**src/rtl/xor_bist.sv**
```systemverilog
// rtl/xor_bist.sv - BIST sequencer that sweeps a 2-input XOR cell in Gray order and counts mismatches
// Each vector is held HOLD_CYCLES cycles, sampled on its last edge, and the run repeats PASSES times.
module xor_bist #(
  parameter int HOLD_CYCLES = 10,
  parameter int PASSES      = 1,
  parameter int ERR_W       = 8
) (
  input  logic             clk,
  input  logic             rst,
  input  logic             start,
  output logic             tst_inp1,
  output logic             tst_inp2,
  input  logic             tst_out,
  output logic             busy,
  output logic             done,
  output logic             pass,
  output logic [ERR_W-1:0] err_count,
  output logic [3:0]       fail_vec,
  output logic [1:0]       vec_idx
);
  localparam int HW = (HOLD_CYCLES > 1) ? $clog2(HOLD_CYCLES) : 1;
  localparam int PW = (PASSES > 1) ? $clog2(PASSES) : 1;
  localparam logic [HW-1:0] HOLD_LAST = HW'(HOLD_CYCLES - 1);
  localparam logic [PW-1:0] PASS_LAST = PW'(PASSES - 1);

  typedef enum logic [1:0] {IDLE, RUN, DONE} state_e;

  state_e           state_q;
  logic [HW-1:0]    hold_q;
  logic [PW-1:0]    pass_cnt_q;
  logic [1:0]       vec_q;
  logic             inp1_q, inp2_q, busy_q, done_q, pass_q;
  logic [ERR_W-1:0] err_q;
  logic [3:0]       fail_q;

  logic             sample_edge, mismatch, last_sample;
  logic [1:0]       vec_d;
  logic [ERR_W-1:0] err_d;
  logic [3:0]       fail_d;

  always_comb begin
    sample_edge = (state_q == RUN) && (hold_q == HOLD_LAST);
    // The Gray order makes the expected XOR of vector k equal to k[0]
    mismatch    = sample_edge && (tst_out != vec_q[0]);
    last_sample = sample_edge && (vec_q == 2'd3) && (pass_cnt_q == PASS_LAST);
    vec_d       = vec_q + 2'd1;
    err_d       = err_q;
    fail_d      = fail_q;
    if (mismatch) begin
      if (err_q != {ERR_W{1'b1}}) err_d = err_q + ERR_W'(1);
      fail_d[vec_q] = 1'b1;
    end
  end

  always_ff @(posedge clk) begin
    if (rst) begin
      state_q    <= IDLE;
      hold_q     <= '0;
      pass_cnt_q <= '0;
      vec_q      <= '0;
      inp1_q     <= 1'b0;
      inp2_q     <= 1'b0;
      busy_q     <= 1'b0;
      done_q     <= 1'b0;
      pass_q     <= 1'b0;
      err_q      <= '0;
      fail_q     <= '0;
    end else begin
      case (state_q)
        IDLE, DONE: begin
          if (start) begin
            state_q    <= RUN;
            busy_q     <= 1'b1;
            done_q     <= 1'b0;
            pass_q     <= 1'b0;
            err_q      <= '0;
            fail_q     <= '0;
            hold_q     <= '0;
            vec_q      <= '0;
            pass_cnt_q <= '0;
            inp1_q     <= 1'b0;
            inp2_q     <= 1'b0;
          end
        end
        RUN: begin
          if (sample_edge) begin
            hold_q <= '0;
            err_q  <= err_d;
            fail_q <= fail_d;
            vec_q  <= vec_d;
            if (last_sample) begin
              state_q <= DONE;
              busy_q  <= 1'b0;
              done_q  <= 1'b1;
              pass_q  <= (err_d == '0);
              inp1_q  <= 1'b0;
              inp2_q  <= 1'b0;
            end else begin
              inp1_q <= vec_d[1];
              inp2_q <= vec_d[1] ^ vec_d[0];
              if (vec_q == 2'd3) pass_cnt_q <= pass_cnt_q + PW'(1);
            end
          end else begin
            hold_q <= hold_q + HW'(1);
          end
        end
        default: state_q <= IDLE;
      endcase
    end
  end

  assign tst_inp1  = inp1_q;
  assign tst_inp2  = inp2_q;
  assign busy      = busy_q;
  assign done      = done_q;
  assign pass      = pass_q;
  assign err_count = err_q;
  assign fail_vec  = fail_q;
  assign vec_idx   = vec_q;
endmodule

```
**config.mk**
```make
export PLATFORM = sky130hd
export DESIGN_NAME = xor_bist
export DESIGN_NICKNAME = d
export VERILOG_FILES = /design/src/rtl/xor_bist.sv
export SDC_FILE = /design/constraint.sdc
export NUM_CORES = 1
export LEC_CHECK = 0
export CAP_MARGIN = 10
export CORE_UTILIZATION = 35
export CTS_CLUSTER_SIZE = 20
export DETAILED_ROUTE_END_ITERATION = 12
export PLACE_DENSITY_LB_ADDON = 0.2
export SLEW_MARGIN = 20
export SYNTH_ARGS = -nofsm -noshare
export SYNTH_HDL_FRONTEND = slang
export SYNTH_SLANG_ARGS = --single-unit
```
**constraint.sdc**
```tcl
create_clock -name clk -period 2.3 [get_ports clk]
set_input_delay 0.23 -clock clk [delete_from_list [all_inputs] [get_ports clk]]
set_output_delay 0.23 -clock clk [all_outputs]
set_load 0.02 [all_outputs]
```
==> reports/summary.log <==
[run_status] status finished, final reports clean
[critical_path] launch point of the critical path err_count[0]$_SDFFE_PP0P_
[layout] layout filler cell count 379
[global_routing] met1 track demand over resource 24.6%
[critical_path] Crit Reg-Reg Startpoint err_count[0]$_SDFFE_PP0P_
[synth] yosys warns 0
[layout] Antenna diodes 0
[global_routing] GRT Overall Usage 17.5%
[synth] leading post-synthesis cells by instance count 26 x sky130_fd_sc_hd__dfxtp_1, 24 x sky130_fd_sc_hd__nor2_1, 20 x sky130_fd_sc_hd__a21oi_1, 11 x sky130_fd_sc_hd__nand2_1, 10 x sky130_fd_sc_hd__nand3_1
[timing] time the final worst path needs with I/O delays and setup 1.92 ns
[clocking] number of gates given a new drive strength after cts 0
[route] post-detailed-routing wire length 3210 um
[placement] sum of net half-perimeters after detailed placement 2380 um
[critical_path] setup slack of the most critical reg-to-reg path 0.38 ns
[global_routing] residual overflow from global routing 0
[pwr] leak pwr 0.641 nW
[clocking] Setup Fix Bufs, Post-CTS 0
[critical_path] Worst Setup End Kind flip-flop
[synth] largest cells by area after synthesis sky130_fd_sc_hd__dfxtp_1 37%, sky130_fd_sc_hd__a21oi_1 7.1%, sky130_fd_sc_hd__nor2_1 6.4%, sky130_fd_sc_hd__ha_1 6.2%, sky130_fd_sc_hd__nand3_1 3.6%
[critical_path] delay of the slowest critical-path stage 0.45 ns
[global_routing] number of global-route vias before repair 1,207
[timing] final hold violations 0
[layout] fraction of final layout cells with drive strength greater than 1 8.42%
[critical_path] data required time of the critical path 2.45 ns
[floorplan] Std-Cell Core Area 3740 um^2
[flow_run] number of maximum-capacitance violations 0
[placement] Placement Cell Area 1660 um^2
[synth] post-synthesis net count 178
[global_routing] maximum number of pins on one net before global-route repair 16
[route] Remaining DRCs 0
[layout] P&R area growth vs syn 23.4%
[critical_path] Reg-to-Reg End err_count[5]$_SDFFE_PP0P_
[timing] Setup Total Neg Slack 0 ns
[route] Vias 1,267
[critical_path] cell-by-cell listing of the critical path ha_1, nand3_1, or3_1, and2_2, a41oi_1, a311oi_1
[floorplan] floorplan die area 4270 um^2
[synth] instance count of the mapped netlist 167
[global_routing] global-route wire length before repair 5780 um
[timing] pins over their slew limit 0
[global_routing] most used routing layer met2
[clocking] count of hold buffers inserted by post-cts repair 0
[clocking] number of CTS-inserted buffers 3
[pwr] Max VDD drop 0.268 mV
[synth] library cell with the largest summed area after synthesis sky130_fd_sc_hd__dfxtp_1
[global_routing] initial antenna violation count 0
[synth] average instance area after synthesis 8.41 um^2
[layout] Design Area, Final 1730 um^2
[timing] # setup viols final 0
[hold_path] Hold/Removal Path Class reg2reg
[hold_path] Worst Hold Launch tst_inp1$_SDFFE_PP0P_
[timing] achievable clock frequency 0.520 GHz
[route] via count normalized by instance count 5.32
[placement] final RePlAce weighted congestion 0.870
[critical_path] Worst Setup Path Type reg2reg
[synth] fraction of synthesis flops using an asynchronous set or reset pin 0%
[timing] clock skew after layout 0.00338 ns
[critical_path] Register-to-Register Path Depth 6
[critical_path] critical path peak fanout 8
[critical_path] Arr. time, crit path 2.07 ns
[hold_path] end of the worst hold path tst_inp1$_SDFFE_PP0P_
[synth] area share of the largest cell type after synthesis 37.1%
[floorplan] DIE HEIGHT 65.3 um
[layout] Final Net Count 202
[clocking] latest clock arrival within the worst-skew pair 0.27 ns
[synth] number of synthesized flops with an enable pin 0
[timing] portion of the clock cycle consumed by the worst path in the final layout 83.6%
[floorplan] number of top-level pins 23
[placement] quantity of I/O buffers inserted on ports 22
[timing] worst-margin pin slew 0.428 ns
[global_routing] global routing usage on met2 25.9%
[route] Routed Antenna Nets 0
[floorplan] effective utilization at floorplan 37.5%
[route] average wire per standard cell 13.5 um
[timing] setup repair after global routing missed its margin false
[clocking] number of sinks driven by the clock tree 26
[clocking] clock root buffer sky130_fd_sc_hd__clkbuf_8
[synth] Netlist cell types 45
[clocking] clock tree from TritonCTS yes
[synth] post-synthesis instance area 1400 um^2
[synth] library cell with the highest instance count after synthesis sky130_fd_sc_hd__dfxtp_1
[global_routing] Global Route met3 Usage 2.78%
[synth] post-synthesis sequential element count 26
[clocking] count of H-tree levels built during CTS 1
[floorplan] Core Rows 22
[clocking] Clk pin slew, worst setup/hold paths 0.09 ns
[timing] worst slew margin relative to its limit 71.4%
[floorplan] die width 65.3 um
[hold_path] cell depth of the worst hold path 2
[route] total iterations of the first detailed-routing run 4
[route] drt first-iter violations 49
[synth] sequential cell area fraction in the yosys report 37.1%
[pwr] total power per unit cell area 523 nW/um^2
[clocking] Max clock buf depth 2
[critical_path] standard cell with the maximum stage delay on the critical path sky130_fd_sc_hd__dfxtp_1
[synth] top flip-flop cell by instance count after synthesis sky130_fd_sc_hd__dfxtp_1
[critical_path] Critical Path Start Type flip-flop
cells by family (layout without fill, tap and decap cells):
group                    after synthesis  after routing  share of synthesized area, %
AND/OR/NAND/NOR                       78             78                          30.5
buffers and inverters                 12             35                          5.17
multiplexers                           3              3                          2.14
AO/OA/AOI/OAI                         38             38                          16.5
adder cells (fa/ha/maj)                7              7                          6.24
flip-flops                            26             26                          37.1
XOR/XNOR                               3              3                          2.41
area by class of cell:
class,instances,area [um^2],area share (%)
Clock buffer,3,41.3,2.38
Clock inverter,1,30.0,1.73
Inverter,5,18.8,1.08
Multi-Input combinational cell,129,811,46.8
Sequential cell,26,520,30.1
Tap cell,48,60.1,3.47
Timing Repair Buffer,26,250,14.5
worst max-delay path: cells and delay by family (launching register included):
| kind | cells | cell delay [ns] |
|---|---|---|
| and+or+nand+nor | 3 | 0.77 |
| DFF | 1 | 0.45 |
| AOI/OAI and AO/OA | 2 | 0.29 |
| adders and majority gates | 1 | 0.28 |
power breakdown:
part | switching (mW) | leakage (nW) | internal [mW]
logic | 0.0399 | 0.395 | 0.0238
clock network | 0.148 | 0.0357 | 0.233
registers | 0.00575 | 0.210 | 0.456
total | 0.194 | 0.641 | 0.712
cells in the final DEF, fill, tap and decap left out, types with 2 or more instances in the layout:
cell type / netlist / layout
sky130_fd_sc_hd__dfxtp_1: 26 / 26
sky130_fd_sc_hd__nor2_1: 24 / 24
sky130_fd_sc_hd__clkdlybuf4s50_1: 0 / 22
sky130_fd_sc_hd__a21oi_1: 20 / 20
sky130_fd_sc_hd__nand2_1: 11 / 11
sky130_fd_sc_hd__nand3_1: 10 / 10
sky130_fd_sc_hd__ha_1: 7 / 7
sky130_fd_sc_hd__inv_1: 5 / 5
sky130_fd_sc_hd__nor2b_1: 5 / 5
sky130_fd_sc_hd__o21ai_0: 5 / 5
sky130_fd_sc_hd__nand2b_1: 4 / 4
sky130_fd_sc_hd__nor3_1: 4 / 4
sky130_fd_sc_hd__buf_4: 2 / 4
sky130_fd_sc_hd__and3_1: 3 / 3
sky130_fd_sc_hd__a211oi_1: 3 / 3
sky130_fd_sc_hd__mux2i_1: 3 / 3
sky130_fd_sc_hd__clkbuf_8: 0 / 3
sky130_fd_sc_hd__or3_1: 2 / 2
sky130_fd_sc_hd__o21a_1: 2 / 2
sky130_fd_sc_hd__nand4_1: 2 / 2
sky130_fd_sc_hd__a311oi_1: 2 / 2
sequential cells by signal, indices dropped and copies added, names as in the netlist:
name,flops
err_count,8
fail_vec,4
hold_q,4
state_q,2
vec_idx,2
busy,1
done,1
pass,1
pass_cnt_q,1
tst_inp1,1
tst_inp2,1
routing by layer:
metal / vias to the layer above / share of wire (%)
met3: 5 / 4.3
li1: 638 / -
met4: 0 / 1.7
met5: - / 0
met2: 39 / 44
met1: 585 / 50
worst max-delay path by stage:
| stage | cells past startpoint | end |
|---|---|---|
| final | 6 | err_count[5]$_SDFFE_PP0P_ |
| after global placement | 6 | pass$_SDFFE_PP0P_ |
| after detailed placement | 5 | tst_inp2$_SDFFE_PP0P_ |
| after CTS | 6 | err_count[5]$_SDFFE_PP0P_ |
| after global routing | 6 | pass$_SDFFE_PP0P_ |
| after floorplan | 6 | err_count[5]$_SDFFE_PP0P_ |
per-stage QoR:
stage	util [%]	setup slack [ns]	power, mW	std cells	hold WS (ns)
3_5_place_dp	44.4	0.366	0.536	234	0.464
3_3_place_gp	44.4	0.395	0.535	234	0.453
5_1_grt	46.3	0.233	0.946	238	0.505
4_1_cts	46.3	0.408	0.917	238	0.481
2_1_floorplan	-	0.436	0.514	167	0.443
6_report	46.3	0.378	0.906	238	0.478
Power figures use the tool's default switching activity.
